==> config.mk <==
export PLATFORM = sky130hd
export DESIGN_NAME = dam_host_port_flat
export DESIGN_NICKNAME = d
export VERILOG_FILES = /design/src/rtl/dam_host_port_if.sv /design/src/rtl/dam_host_port.sv /design/src/flat_wrapper.sv
export SDC_FILE = /design/constraint.sdc
export NUM_CORES = 1
export LEC_CHECK = 0
export ABC_AREA = 1
export CAP_MARGIN = 20
export CORE_MARGIN = 2
export CORE_UTILIZATION = 57
export DETAILED_ROUTE_END_ITERATION = 8
export GPL_ROUTABILITY_DRIVEN = 0
export PLACE_DENSITY = 0.77
export SYNTH_ARGS = -nofsm -noshare
export SYNTH_HDL_FRONTEND = slang
export SYNTH_SLANG_ARGS = --single-unit
==> constraint.sdc <==
create_clock -name clk -period 3.4 [get_ports clk]
set_input_delay 0.34 -clock clk [delete_from_list [all_inputs] [get_ports clk]]
set_output_delay 0.34 -clock clk [all_outputs]
set_load 0.01 [all_outputs]
==> src/rtl/dam_host_port_if.sv <==
// Bundles the command, core and response signals of the host port.
// Handshakes: a transfer happens on a clock edge where valid && ready are both high.
// Payload is held stable while valid is high and ready is low, and valid never drops without a transfer.
interface dam_host_port_if #(
    parameter int OW = 4
);
    logic          cmd_valid;
    logic          cmd_ready;
    logic [7:0]    cmd_i;
    logic [7:0]    cmd_j;
    logic [7:0]    cmd_k;
    logic          cmd_op;
    logic [7:0]    core_i;
    logic [7:0]    core_j;
    logic [7:0]    core_k;
    logic          core_op;
    logic          core_req;
    logic          core_accept;
    logic          add_vld;
    logic [7:0]    add_data;
    logic          mul_vld;
    logic [7:0]    mul_data;
    logic          rsp_valid;
    logic          rsp_ready;
    logic [7:0]    rsp_data;
    logic          rsp_op;
    logic [OW-1:0] outstanding;
    logic          err_unexp;

    modport slave (
        input  cmd_valid, cmd_i, cmd_j, cmd_k, cmd_op, core_accept,
               add_vld, add_data, mul_vld, mul_data, rsp_ready,
        output cmd_ready, core_i, core_j, core_k, core_op, core_req,
               rsp_valid, rsp_data, rsp_op, outstanding, err_unexp
    );

    modport master (
        output cmd_valid, cmd_i, cmd_j, cmd_k, cmd_op, core_accept,
               add_vld, add_data, mul_vld, mul_data, rsp_ready,
        input  cmd_ready, core_i, core_j, core_k, core_op, core_req,
               rsp_valid, rsp_data, rsp_op, outstanding, err_unexp
    );
endinterface

==> src/rtl/dam_host_port.sv <==
// Host endpoint for the diff/add/mul core: command FIFO feeding the core and a response FIFO
// fed by the core's result strobes, with credit so every issued op has a response slot.
module dam_host_port #(
    parameter int CMD_DEPTH = 4,
    parameter int RSP_DEPTH = 8,
    parameter bit IDLE_OP   = 1'b1
) (
    input  logic           clk,
    input  logic           rst,
    dam_host_port_if.slave io
);
    localparam int CAW = $clog2(CMD_DEPTH);
    localparam int RAW = $clog2(RSP_DEPTH);
    localparam logic [CAW:0]   L_CMD_DEPTH = CMD_DEPTH;
    localparam logic [RAW:0]   L_RSP_DEPTH = RSP_DEPTH;
    localparam logic [RAW+1:0] L_CREDIT    = RSP_DEPTH;

    logic [24:0]    r_cmd_mem [CMD_DEPTH];
    logic [CAW-1:0] r_cmd_wp;
    logic [CAW-1:0] r_cmd_rp;
    logic [CAW:0]   r_cmd_cnt;
    logic [8:0]     r_rsp_mem [RSP_DEPTH];
    logic [RAW-1:0] r_rsp_wp;
    logic [RAW-1:0] r_rsp_rp;
    logic [RAW:0]   r_rsp_cnt;
    logic [RAW:0]   r_outst;
    logic           r_err;

    logic           w_push;
    logic           w_credit;
    logic           w_core_req;
    logic           w_issue;
    logic [24:0]    w_head;
    logic [8:0]     w_rsp_head;
    logic           w_rsp_pop;
    logic [RAW:0]   w_rsp_space;
    logic           w_add_wr;
    logic           w_mul_wr;
    logic [RAW-1:0] w_mul_addr;
    logic [RAW:0]   w_ndec;
    logic [RAW:0]   w_out_sat;

    assign w_push      = io.cmd_valid && (r_cmd_cnt != L_CMD_DEPTH);
    // Credit counts both in-flight ops and parked results, so returns can never overflow.
    assign w_credit    = ({1'b0, r_outst} + {1'b0, r_rsp_cnt}) < L_CREDIT;
    assign w_core_req  = (r_cmd_cnt != '0) && w_credit;
    assign w_issue     = w_core_req && io.core_accept;
    assign w_head      = r_cmd_mem[r_cmd_rp];

    assign io.cmd_ready = (r_cmd_cnt != L_CMD_DEPTH);
    assign io.core_req  = w_core_req;
    assign io.core_i    = w_core_req ? w_head[7:0]   : 8'd0;
    assign io.core_j    = w_core_req ? w_head[15:8]  : 8'd0;
    assign io.core_k    = w_core_req ? w_head[23:16] : 8'd0;
    assign io.core_op   = w_core_req ? w_head[24]    : IDLE_OP;

    assign w_rsp_head   = r_rsp_mem[r_rsp_rp];
    assign w_rsp_pop    = (r_rsp_cnt != '0) && io.rsp_ready;
    assign w_rsp_space  = L_RSP_DEPTH - r_rsp_cnt;
    assign w_add_wr     = io.add_vld && (w_rsp_space != '0);
    assign w_mul_wr     = io.mul_vld && (w_rsp_space > {{RAW{1'b0}}, w_add_wr});
    assign w_mul_addr   = r_rsp_wp + {{(RAW-1){1'b0}}, w_add_wr};
    assign w_ndec       = {{RAW{1'b0}}, io.add_vld} + {{RAW{1'b0}}, io.mul_vld};
    assign w_out_sat    = (r_outst >= w_ndec) ? (r_outst - w_ndec) : '0;

    assign io.rsp_valid   = (r_rsp_cnt != '0);
    assign io.rsp_data    = w_rsp_head[7:0];
    assign io.rsp_op      = w_rsp_head[8];
    assign io.outstanding = r_outst;
    assign io.err_unexp   = r_err;

    always_ff @(posedge clk) begin
        if (rst) begin
            r_cmd_wp  <= '0;
            r_cmd_rp  <= '0;
            r_cmd_cnt <= '0;
            r_rsp_wp  <= '0;
            r_rsp_rp  <= '0;
            r_rsp_cnt <= '0;
            r_outst   <= '0;
            r_err     <= 1'b0;
        end else begin
            if (w_push) begin
                r_cmd_mem[r_cmd_wp] <= {io.cmd_op, io.cmd_k, io.cmd_j, io.cmd_i};
                r_cmd_wp            <= r_cmd_wp + 1'b1;
            end
            if (w_issue) r_cmd_rp <= r_cmd_rp + 1'b1;
            r_cmd_cnt <= r_cmd_cnt + {{CAW{1'b0}}, w_push} - {{CAW{1'b0}}, w_issue};

            // Add lands ahead of mul when both strobe in the same cycle.
            if (w_add_wr) r_rsp_mem[r_rsp_wp] <= {1'b0, io.add_data};
            if (w_mul_wr) r_rsp_mem[w_mul_addr] <= {1'b1, io.mul_data};
            r_rsp_wp  <= r_rsp_wp + {{(RAW-1){1'b0}}, w_add_wr} + {{(RAW-1){1'b0}}, w_mul_wr};
            if (w_rsp_pop) r_rsp_rp <= r_rsp_rp + 1'b1;
            r_rsp_cnt <= r_rsp_cnt + {{RAW{1'b0}}, w_add_wr} + {{RAW{1'b0}}, w_mul_wr}
                         - {{RAW{1'b0}}, w_rsp_pop};

            r_outst <= w_out_sat + {{RAW{1'b0}}, w_issue};
            if (w_ndec > r_outst) r_err <= 1'b1;
        end
    end
endmodule

==> src/flat_wrapper.sv <==
// flat-port wrapper written by rule: the top's interface ports become plain ports
module dam_host_port_flat 
#(
    parameter int CMD_DEPTH = 4,
    parameter int RSP_DEPTH = 8,
    parameter bit IDLE_OP   = 1'b1
)
  (clk, rst, io_cmd_valid, io_cmd_i, io_cmd_j, io_cmd_k, io_cmd_op, io_core_accept, io_add_vld, io_add_data, io_mul_vld, io_mul_data, io_rsp_ready, io_cmd_ready, io_core_i, io_core_j, io_core_k, io_core_op, io_core_req, io_rsp_valid, io_rsp_data, io_rsp_op, io_outstanding, io_err_unexp);
  dam_host_port_if #(.OW(4)) io_i ();
  input  logic clk;
  input  logic rst;
  input wire logic [$bits(io_i.cmd_valid)-1:0] io_cmd_valid;
  input wire logic [$bits(io_i.cmd_i)-1:0] io_cmd_i;
  input wire logic [$bits(io_i.cmd_j)-1:0] io_cmd_j;
  input wire logic [$bits(io_i.cmd_k)-1:0] io_cmd_k;
  input wire logic [$bits(io_i.cmd_op)-1:0] io_cmd_op;
  input wire logic [$bits(io_i.core_accept)-1:0] io_core_accept;
  input wire logic [$bits(io_i.add_vld)-1:0] io_add_vld;
  input wire logic [$bits(io_i.add_data)-1:0] io_add_data;
  input wire logic [$bits(io_i.mul_vld)-1:0] io_mul_vld;
  input wire logic [$bits(io_i.mul_data)-1:0] io_mul_data;
  input wire logic [$bits(io_i.rsp_ready)-1:0] io_rsp_ready;
  output wire logic [$bits(io_i.cmd_ready)-1:0] io_cmd_ready;
  output wire logic [$bits(io_i.core_i)-1:0] io_core_i;
  output wire logic [$bits(io_i.core_j)-1:0] io_core_j;
  output wire logic [$bits(io_i.core_k)-1:0] io_core_k;
  output wire logic [$bits(io_i.core_op)-1:0] io_core_op;
  output wire logic [$bits(io_i.core_req)-1:0] io_core_req;
  output wire logic [$bits(io_i.rsp_valid)-1:0] io_rsp_valid;
  output wire logic [$bits(io_i.rsp_data)-1:0] io_rsp_data;
  output wire logic [$bits(io_i.rsp_op)-1:0] io_rsp_op;
  output wire logic [$bits(io_i.outstanding)-1:0] io_outstanding;
  output wire logic [$bits(io_i.err_unexp)-1:0] io_err_unexp;
  assign io_i.cmd_valid = io_cmd_valid;
  assign io_i.cmd_i = io_cmd_i;
  assign io_i.cmd_j = io_cmd_j;
  assign io_i.cmd_k = io_cmd_k;
  assign io_i.cmd_op = io_cmd_op;
  assign io_i.core_accept = io_core_accept;
  assign io_i.add_vld = io_add_vld;
  assign io_i.add_data = io_add_data;
  assign io_i.mul_vld = io_mul_vld;
  assign io_i.mul_data = io_mul_data;
  assign io_i.rsp_ready = io_rsp_ready;
  assign io_cmd_ready = io_i.cmd_ready;
  assign io_core_i = io_i.core_i;
  assign io_core_j = io_i.core_j;
  assign io_core_k = io_i.core_k;
  assign io_core_op = io_i.core_op;
  assign io_core_req = io_i.core_req;
  assign io_rsp_valid = io_i.rsp_valid;
  assign io_rsp_data = io_i.rsp_data;
  assign io_rsp_op = io_i.rsp_op;
  assign io_outstanding = io_i.outstanding;
  assign io_err_unexp = io_i.err_unexp;
  dam_host_port #(.CMD_DEPTH(CMD_DEPTH), .RSP_DEPTH(RSP_DEPTH), .IDLE_OP(IDLE_OP)) u_core (.clk(clk), .rst(rst), .io(io_i));
endmodule
==> results of run 1 <==
==> cell families (layout without fill, tap and decap cells) <==
logic type	after synthesis	count (layout)	synth area share, %
buffers and inverters	107	204	4.52
AND/OR/NAND/NOR	463	463	20.5
XOR/XNOR	7	7	0.662
AO/OA/AOI/OAI	168	168	9.47
adder cells (fa/ha/maj)	28	28	4.11
flip-flops	199	199	60.7
==> layer usage <==
metal	routed length [um]	GRT usage [%]	share of wire (%)	vias to the layer above
li1	-	-	-	3401
met1	8570	31.7	40	3276
met2	10900	44.5	51	284
met3	1570	4.94	7.3	37
met4	362	8.21	1.7	0
met5	0	0	0	-
==> critical path: cells and delay by family, from the launching register on <==
family	cells	cell delay [ns]
simple gates	6	0.79
compound gates	1	0.24
flops	1	0.36
fa+ha+maj	2	0.42
buf+inv	5	0.58
xor+xnor	1	0.33
==> synthesized netlist by cell type (all sizes together) <==
library cell	n	area, sq um
ha	24	300
clkinv	3	11.3
fa	4	80.1
xor2	4	35.0
a21oi	36	180
o221ai	1	8.76
o21ai	111	556
nor3	3	15.0
o21ba	2	20.0
buf	17	81.3
nand3	16	110
dfxtp	35	701
nor2b	1	6.26
inv	55	206
a31oi	9	56.3
clkbuf	32	120
xnor2	3	26.3
nor2	204	861
o22ai	9	56.3
nand2	239	910
edfxtp	164	4920
==> cell type report <==
class	instances	area [sq um]	share of cell area, %
Clock inverter	14	236	2.13
Tap cell	216	270	2.44
Clock buffer	17	425	3.84
Multi-Input combinational cell	666	3230	29.1
Timing Repair Buffer	115	1090	9.79
Inverter	58	218	1.96
Sequential cell	199	5630	50.7
==> report_power, final <==
part | switching [uW] | internal [uW]
Clock | 913 | 1330
Combinational | 1870 | 1290
Sequential | 172 | 3000
==> registers in the layout, indices dropped and copies added (netlist names), named ones only <==
signal	cells
u_core.r_cmd_rp	2
u_core.r_rsp_rp	3
u_core.r_cmd_cnt	3
u_core.io.outstanding	4
u_core.r_rsp_cnt	4
u_core.io.err_unexp	1
u_core.r_rsp_mem	72
u_core.r_cmd_mem	100
u_core.r_rsp_wp	3
u_core.r_cmd_wp	2
==> metrics by stage <==
step	hold WS (ns)	utilization [%]	setup WS [ns]	power (uW)
finish	0.461	69.8	0.390	8580
global route	0.489	69.8	0.137	9090
CTS	0.462	69.8	0.394	8620
detailed placement	0.443	65.7	0.399	6380
global placement	0.435	65.7	0.513	6290
floorplan	0.412	-	0.347	5070
==> worst max-delay path by stage <==
| stage | startpoint | to | slack (ns) | cells after the start |
|---|---|---|---|---|
| 2_1_floorplan | u_core.r_rsp_cnt[1]$_SDFF_PP0_ | u_core.r_rsp_mem[1][0]$_DFFE_PP_ | 0.35 | 14 |
| 3_3_place_gp | io_add_vld | u_core.io.outstanding[2]$_SDFF_PP0_ | 0.51 | 11 |
| 3_5_place_dp | io_add_vld | u_core.io.outstanding[2]$_SDFF_PP0_ | 0.40 | 11 |
| 4_1_cts | u_core.r_rsp_cnt[1]$_SDFF_PP0_ | u_core.r_rsp_mem[3][3]$_DFFE_PP_ | 0.39 | 15 |
| 5_1_grt | u_core.r_rsp_cnt[1]$_SDFF_PP0_ | u_core.r_rsp_mem[1][3]$_DFFE_PP_ | 0.14 | 15 |
| 6_report | u_core.r_rsp_cnt[1]$_SDFF_PP0_ | u_core.r_rsp_mem[3][3]$_DFFE_PP_ | 0.39 | 15 |
==> results_tabular.tex, run 1 <==
\begin{tabular}{lr}
\hline
Metric & Value \\
\hline
\multicolumn{2}{l}{\textbf{Global route}} \\
\quad Via count of the first global-routing pass & 6779 \\
\quad Maximum number of pins on one net before global-route repair & 47 \\
\quad Gr usage total & 25.4\% \\
\quad Overflow left after global routing & 0 \\
\quad Number of antenna violations at the first check in global routing & 0 \\
\quad First-pass GRT wire length & 34300 um \\
\multicolumn{2}{l}{\textbf{Setup path}} \\
\quad Critical path, cell by cell & inv\_1, ha\_1, inv\_1, nand2\_1, nand2\_1, nand3\_4, nand3\_2, inv\_2, ha\_1, xnor2\_1, inv\_1, nor2\_1, nand3\_1, o21ai\_0, buf\_4 \\
\quad Most used cell along the critical path & inv\_1 \\
\quad Crit path kind & reg -> reg \\
\quad Startpoint Class & register \\
\quad Category of the worst setup path capture point & register \\
\quad Worst reg2reg setup slack & 0.39 ns \\
\quad Slowest stage cell on the critical path & dfxtp\_1 \\
\quad RR Startpoint & u\_core.r\_rsp\_cnt[1]\$\_SDFF\_PP0\_ \\
\quad Largest stage delay on the critical path & 0.36 ns \\
\quad Arr. time, crit path & 3.16 ns \\
\quad Required time at the worst-slack endpoint & 3.55 ns \\
\quad Capture point of the worst reg-to-reg path & u\_core.r\_rsp\_mem[3][3]\$\_DFFE\_PP\_ \\
\quad Critical path peak fanout & 8 \\
\quad Depth of the worst register-to-register path & 15 \\
\multicolumn{2}{l}{\textbf{Routing}} \\
\quad Wire length after detailed routing & 21400 um \\
\quad Number of DRC markers in iteration 0 & 765 \\
\quad Antenna Violating Nets Remaining & 0 \\
\quad Total vias in the final route & 6998 \\
\quad Remaining design rule violation count & 0 \\
\quad Via/cell ratio & 5.45 \\
\quad Routed length per placed instance & 16.7 um \\
\quad Number of search-and-repair iterations in the first detailed-routing pass & 7 \\
\multicolumn{2}{l}{\textbf{STA}} \\
\quad Max Transition Viols Final & 0 \\
\quad Slew headroom & 54.0\% \\
\quad RSZ-0062 raised after global routing & false \\
\quad Crit share post-route & 88.5\% \\
\quad Setup tns final & 0 ns \\
\quad Tmin final & 3.01 ns \\
\quad Worst Skew & 0.0107 ns \\
\quad Peak clock frequency supported by timing & 332 MHz \\
\quad Final Setup Violations & 0 \\
\quad Actual transition at the worst max-transition pin & 0.689 ns \\
\quad Final hold vios & 0 \\
\multicolumn{2}{l}{\textbf{Yosys}} \\
\quad Post-synth net total & 1048 \\
\quad Post-Synthesis Cell Area & 9270 sq um \\
\quad Fraction of the yosys area taken by sequential cells & 60.7\% \\
\quad Total of warnings raised by yosys & 0 \\
\quad Mean instance size in the synthesized netlist & 9.53 sq um \\
\quad Register bit count reported by yosys & 199 \\
\quad Cells after Synth & 972 \\
\quad Count of cell types in the netlist & 32 \\
\multicolumn{2}{l}{\textbf{CTS}} \\
\quad Clk buf depth & 2 \\
\quad Setup Fix Bufs, Post-CTS & 0 \\
\quad CTS buffer count & 17 \\
\quad Sink Count & 199 \\
\quad TritonCTS clock tree & done \\
\quad H-tree levels & 4 \\
\quad Post-CTS Resized & 0 \\
\quad CTS clk-pin slew, worst paths & 0.07 ns \\
\quad Buffer type at the clock tree root & clkbuf\_16 \\
\quad Hold buffer count at cts & 0 \\
\quad Skew-Pair Late Insertion Delay & 0.44 ns \\
\multicolumn{2}{l}{\textbf{Layout}} \\
\quad Commonest non-fill, non-tap cell in the layout & nand2\_1 \\
\quad Area delta synth->final & 19.7\% \\
\quad Most used cells in the layout excluding fill and tap cells & 236 x nand2\_1, 188 x nor2\_1, 164 x edfxtp\_1 \\
\quad FILL cells & 1176 \\
\quad Count of placed standard cells in the final layout, fillers left out & 1285 \\
\quad \# diodes & 0 \\
\quad Share of post-route cells with drive strength above 1 & 7.95\% \\
\quad Final cell area excluding filler cells & 11100 sq um \\
\quad NumNets Final & 1133 \\
\multicolumn{2}{l}{\textbf{Min path}} \\
\quad Startpoint of the worst hold path & u\_core.r\_rsp\_mem[3][8]\$\_SDFFE\_PP1P\_ \\
\quad WHS Path Cells & 2 \\
\quad Hold WC Path Type & reg -> reg \\
\quad Worst Hold Endpoint & u\_core.r\_rsp\_mem[3][8]\$\_SDFFE\_PP1P\_ \\
\multicolumn{2}{l}{\textbf{Floorplan}} \\
\quad Site row count & 46 \\
\quad DIE HEIGHT & 131 um \\
\quad Total die area & 17300 sq um \\
\quad Starting utilization of the core area & 58.3\% \\
\quad Die Span X & 131 um \\
\quad Core Area & 15900 sq um \\
\quad IO Count & 90 \\
\multicolumn{2}{l}{\textbf{Power}} \\
\quad Leakage power total & 0.00444 uW \\
\quad Areal power density over the cells & 774 nW/um\^{}2 \\
\quad Peak supply drop & 0.000420 V \\
\multicolumn{2}{l}{\textbf{Run status}} \\
\quad Result of the run & finished, final reports clean \\
\multicolumn{2}{l}{\textbf{Placement}} \\
\quad Placed cell area & 10400 sq um \\
\quad PortBufs & 89 \\
\quad Placed instance count & 1254 \\
\quad Placed wire-length estimate after detailed placement & 14100 um \\
\multicolumn{2}{l}{\textbf{Flow run}} \\
\quad Max Cap Viol & 0 \\
\hline
\end{tabular}
Note: power is estimated with default switching activity, not from simulation.
==> inputs of run 2 (changes only) <==
CORE_UTILIZATION = 45   (was 57)
PLACE_DENSITY = 0.62   (was 0.77)
==> run 2 against run 1 <==
- via count decreased by 2.2%
- non-clock buffer count increased by 3
- sequential power about the same
- worst setup slack got worse by 0.10 ns
- die area increased by 26%
- maximum frequency decreased by 3.3%
- critical path type is now reg -> out
- largest power group unchanged
- highest routed layer unchanged
==> results_tabular.tex, run 2 (synthesis results as in run 1) <==
\begin{tabular}{lr}
\hline
Metric & Value \\
\hline
\multicolumn{2}{l}{\textbf{Global route}} \\
\quad Maximum number of pins on one net before global-route repair & 35 (-26\%) \\
\quad Via count of the first global-routing pass & 6433 (-5.1\%) \\
\quad Gr usage total & 19.9\% (-5.4 points) \\
\quad First-pass GRT wire length & 33500 um (-2.4\%) \\
\quad Number of antenna violations at the first check in global routing & 0 (unchanged) \\
\quad Overflow left after global routing & 0 (unchanged) \\
\multicolumn{2}{l}{\textbf{Floorplan}} \\
\quad IO Count & 90 (unchanged) \\
\quad Total die area & 21800 sq um (+26\%) \\
\quad Starting utilization of the core area & 45.8\% (-13 points) \\
\quad Die Span X & 147 um (+12\%) \\
\quad Core Area & 20200 sq um (+27\%) \\
\quad DIE HEIGHT & 147 um (+12\%) \\
\quad Site row count & 52 (+13\%) \\
\multicolumn{2}{l}{\textbf{Routing}} \\
\quad Routed length per placed instance & 15.8 um (-5.0\%) \\
\quad Number of search-and-repair iterations in the first detailed-routing pass & 6 (-1) \\
\quad Via/cell ratio & 5.10 (-6.4\%) \\
\quad Total vias in the final route & 6843 (-2.2\%) \\
\quad Remaining design rule violation count & 0 (unchanged) \\
\quad Number of DRC markers in iteration 0 & 458 (-40\%) \\
\quad Antenna Violating Nets Remaining & 0 (unchanged) \\
\quad Wire length after detailed routing & 21300 um (-0.70\%) \\
\multicolumn{2}{l}{\textbf{Run status}} \\
\quad Result of the run & finished, final reports clean \\
\multicolumn{2}{l}{\textbf{Power}} \\
\quad Share of total power in sequential cells & 38.5\% (+1.5 points) \\
\quad Switching Share & 35.5\% (+1.1 points) \\
\quad Peak supply drop & 0.000421 V (+0.25\%) \\
\quad Part of the total power dissipated in the clock network & 23.5\% (-2.6 points) \\
\quad Total internal power & 5350 uW (-5.0\%) \\
\quad Switching pwr & 2940 uW (-0.38\%) \\
\quad Leakage power total & 0.00440 uW (-0.77\%) \\
\quad Areal power density over the cells & 747 nW/um\^{}2 (-3.4\%) \\
\quad Share of total power in combinational logic & 37.9\% (+1.0 points) \\
\multicolumn{2}{l}{\textbf{CTS}} \\
\quad H-tree levels & 4 (unchanged) \\
\quad Post-CTS Resized & 0 (unchanged) \\
\quad CTS buffer count & 17 (unchanged) \\
\quad Hold buffer count at cts & 0 (unchanged) \\
\quad Buffer type at the clock tree root & clkbuf\_16 \\
\quad CTS clk-pin slew, worst paths & 0.07 ns (about the same) \\
\quad Clk buf depth & 2 (unchanged) \\
\quad Skew-Pair Late Insertion Delay & 0.43 ns (about the same) \\
\quad Sink Count & 199 (unchanged) \\
\quad TritonCTS clock tree & done \\
\quad Setup Fix Bufs, Post-CTS & 0 (unchanged) \\
\multicolumn{2}{l}{\textbf{STA}} \\
\quad Tmin final & 3.11 ns (+0.104 ns) \\
\quad Final Setup Violations & 0 (unchanged) \\
\quad Crit share post-route & 91.6\% (+3.0 points) \\
\quad Final-layout worst hold slack & 0.460 ns (-0.000305 ns) \\
\quad Final hold vios & 0 (unchanged) \\
\quad Setup tns final & 0 ns (unchanged) \\
\quad Slew headroom & 62.8\% (+8.8 points) \\
\quad Peak clock frequency supported by timing & 321 MHz (-3.3\%) \\
\quad Max Transition Viols Final & 0 (unchanged) \\
\quad RSZ-0062 raised after global routing & false \\
\quad Worst Skew & 0.00905 ns (-0.00169 ns) \\
\quad Actual transition at the worst max-transition pin & 0.554 ns (-0.134 ns) \\
\multicolumn{2}{l}{\textbf{Layout}} \\
\quad \# diodes & 0 (unchanged) \\
\quad Utilization of the core after routing & 54.8\% (-15 points) \\
\quad Most used cells in the layout excluding fill and tap cells & 236 x nand2\_1, 188 x nor2\_1, 164 x edfxtp\_1 \\
\quad Largest register by flop count & u\_core.r\_cmd\_mem \\
\quad Largest register FFs & 100 (unchanged) \\
\quad NumNets Final & 1136 (+0.26\%) \\
\quad Regs by FF count & u\_core.r\_cmd\_mem x100, u\_core.r\_rsp\_mem x72 \\
\quad Share of post-route cells with drive strength above 1 & 8.11\% (+0.16 points) \\
\quad Commonest non-fill, non-tap cell in the layout & nand2\_1 \\
\quad Area delta synth->final & 19.7\% (about the same) \\
\multicolumn{2}{l}{\textbf{Setup path}} \\
\quad RR Startpoint & u\_core.r\_rsp\_cnt[1]\$\_SDFF\_PP0\_ \\
\quad Startpoint Class & register \\
\quad Category of the worst setup path capture point & output port \\
\quad Depth of the worst register-to-register path & 15 (unchanged) \\
\quad Largest delay share family, worst path & buffers and inverters \\
\quad Slowest stage cell on the critical path & clkdlybuf4s50\_1 \\
\quad Arr. time, crit path & 2.77 ns (-0.39 ns) \\
\quad Critical path peak fanout & 15 (+7) \\
\quad Crit path kind & reg -> out \\
\quad Largest stage delay on the critical path & 0.61 ns (+0.25 ns) \\
\quad Capture point of the worst reg-to-reg path & u\_core.r\_rsp\_mem[1][1]\$\_DFFE\_PP\_ \\
\quad Buffers \& Inverters on Critical Path & 2 (-3) \\
\quad Critical path, cell by cell & inv\_1, o21ai\_0, o22ai\_1, nor2\_1, a31oi\_1, clkdlybuf4s50\_1 \\
\quad Worst reg2reg setup slack & 0.48 ns (+0.09 ns) \\
\quad Required time at the worst-slack endpoint & 3.06 ns (-0.49 ns) \\
\multicolumn{2}{l}{\textbf{Placement}} \\
\quad Placed wire-length estimate after detailed placement & 14300 um (+1.2\%) \\
\quad PortBufs & 89 (unchanged) \\
\multicolumn{2}{l}{\textbf{Min path}} \\
\quad Startpoint of the worst hold path & u\_core.r\_rsp\_mem[1][8]\$\_SDFFE\_PP1P\_ \\
\quad Worst Hold Endpoint & u\_core.r\_rsp\_mem[1][8]\$\_SDFFE\_PP1P\_ \\
\quad Hold WC Path Type & reg -> reg \\
\quad WHS Path Cells & 2 (unchanged) \\
\multicolumn{2}{l}{\textbf{Flow run}} \\
\quad Max Cap Viol & 0 (unchanged) \\
\hline
\end{tabular}
==> run 2: per-stage QoR <==
stage	cells	instance area (sq um)	power (uW)	setup WS, ns
finish	1343	11100	8290	0.286
global route	1343	11100	8830	0.123
CTS	1343	11100	8350	0.277
detailed placement	1311	10500	6420	0.428
global placement	1311	10500	6390	0.441
floorplan	972	9270	5070	0.347
==> run 2: layout make-up <==
cell class                 instances  area (sq um)
clock buffer                      18           429
inverter                          58           218
timing repair buffer             118          1110
fill                            1805          9140
sequential                       199          5630
tap                              270           338
multi-input combinational        666          3230
clock inverter                    14           144
==> run 2: metal layers <==
layer | wire length, um | GRT usage, % | vias up
li1 | - | - | 3409
met1 | 9430 | 27.2 | 3176
met2 | 10300 | 32.8 | 226
met3 | 1160 | 2.75 | 32
met4 | 415 | 7.40 | 0
met5 | 0 | 0 | -
==> run 2: power by group through the flow <==
stage               clock network [uW]  logic (uW)  registers, uW
finish                            1950        3140           3190
global route                      2060        3530           3230
detailed placement                   0        3170           3250
global placement                     0        3150           3240
CTS                               1970        3180           3200
floorplan                            0        1890           3180
==> run 2: worst reg2reg max path, cell delays in order, from the launching register on <==
cell	delay, ns
dfxtp_1	0.37
inv_1	0.12
ha_1	0.24
inv_1	0.06
nand2_1	0.04
nand2_1	0.11
nand3_4	0.10
nand3_2	0.13
inv_2	0.07
ha_1	0.19
xnor2_1	0.31
inv_1	0.10
nor2_1	0.14
nand3_1	0.22
o21ai_0	0.21
buf_4	0.21
==> run 2: worst max-delay path by stage <==
| stage | slack (ns) | cells after the start | to |
|---|---|---|---|
| after global routing | 0.12 | 15 | u_core.r_rsp_mem[0][6]$_DFFE_PP_ |
| after CTS | 0.28 | 6 | io_rsp_data[4] |
| after floorplan | 0.35 | 14 | u_core.r_rsp_mem[1][0]$_DFFE_PP_ |
| after global placement | 0.44 | 11 | u_core.io.outstanding[2]$_SDFF_PP0_ |
| final | 0.29 | 6 | io_rsp_data[4] |
| after detailed placement | 0.43 | 11 | u_core.io.outstanding[2]$_SDFF_PP0_ |
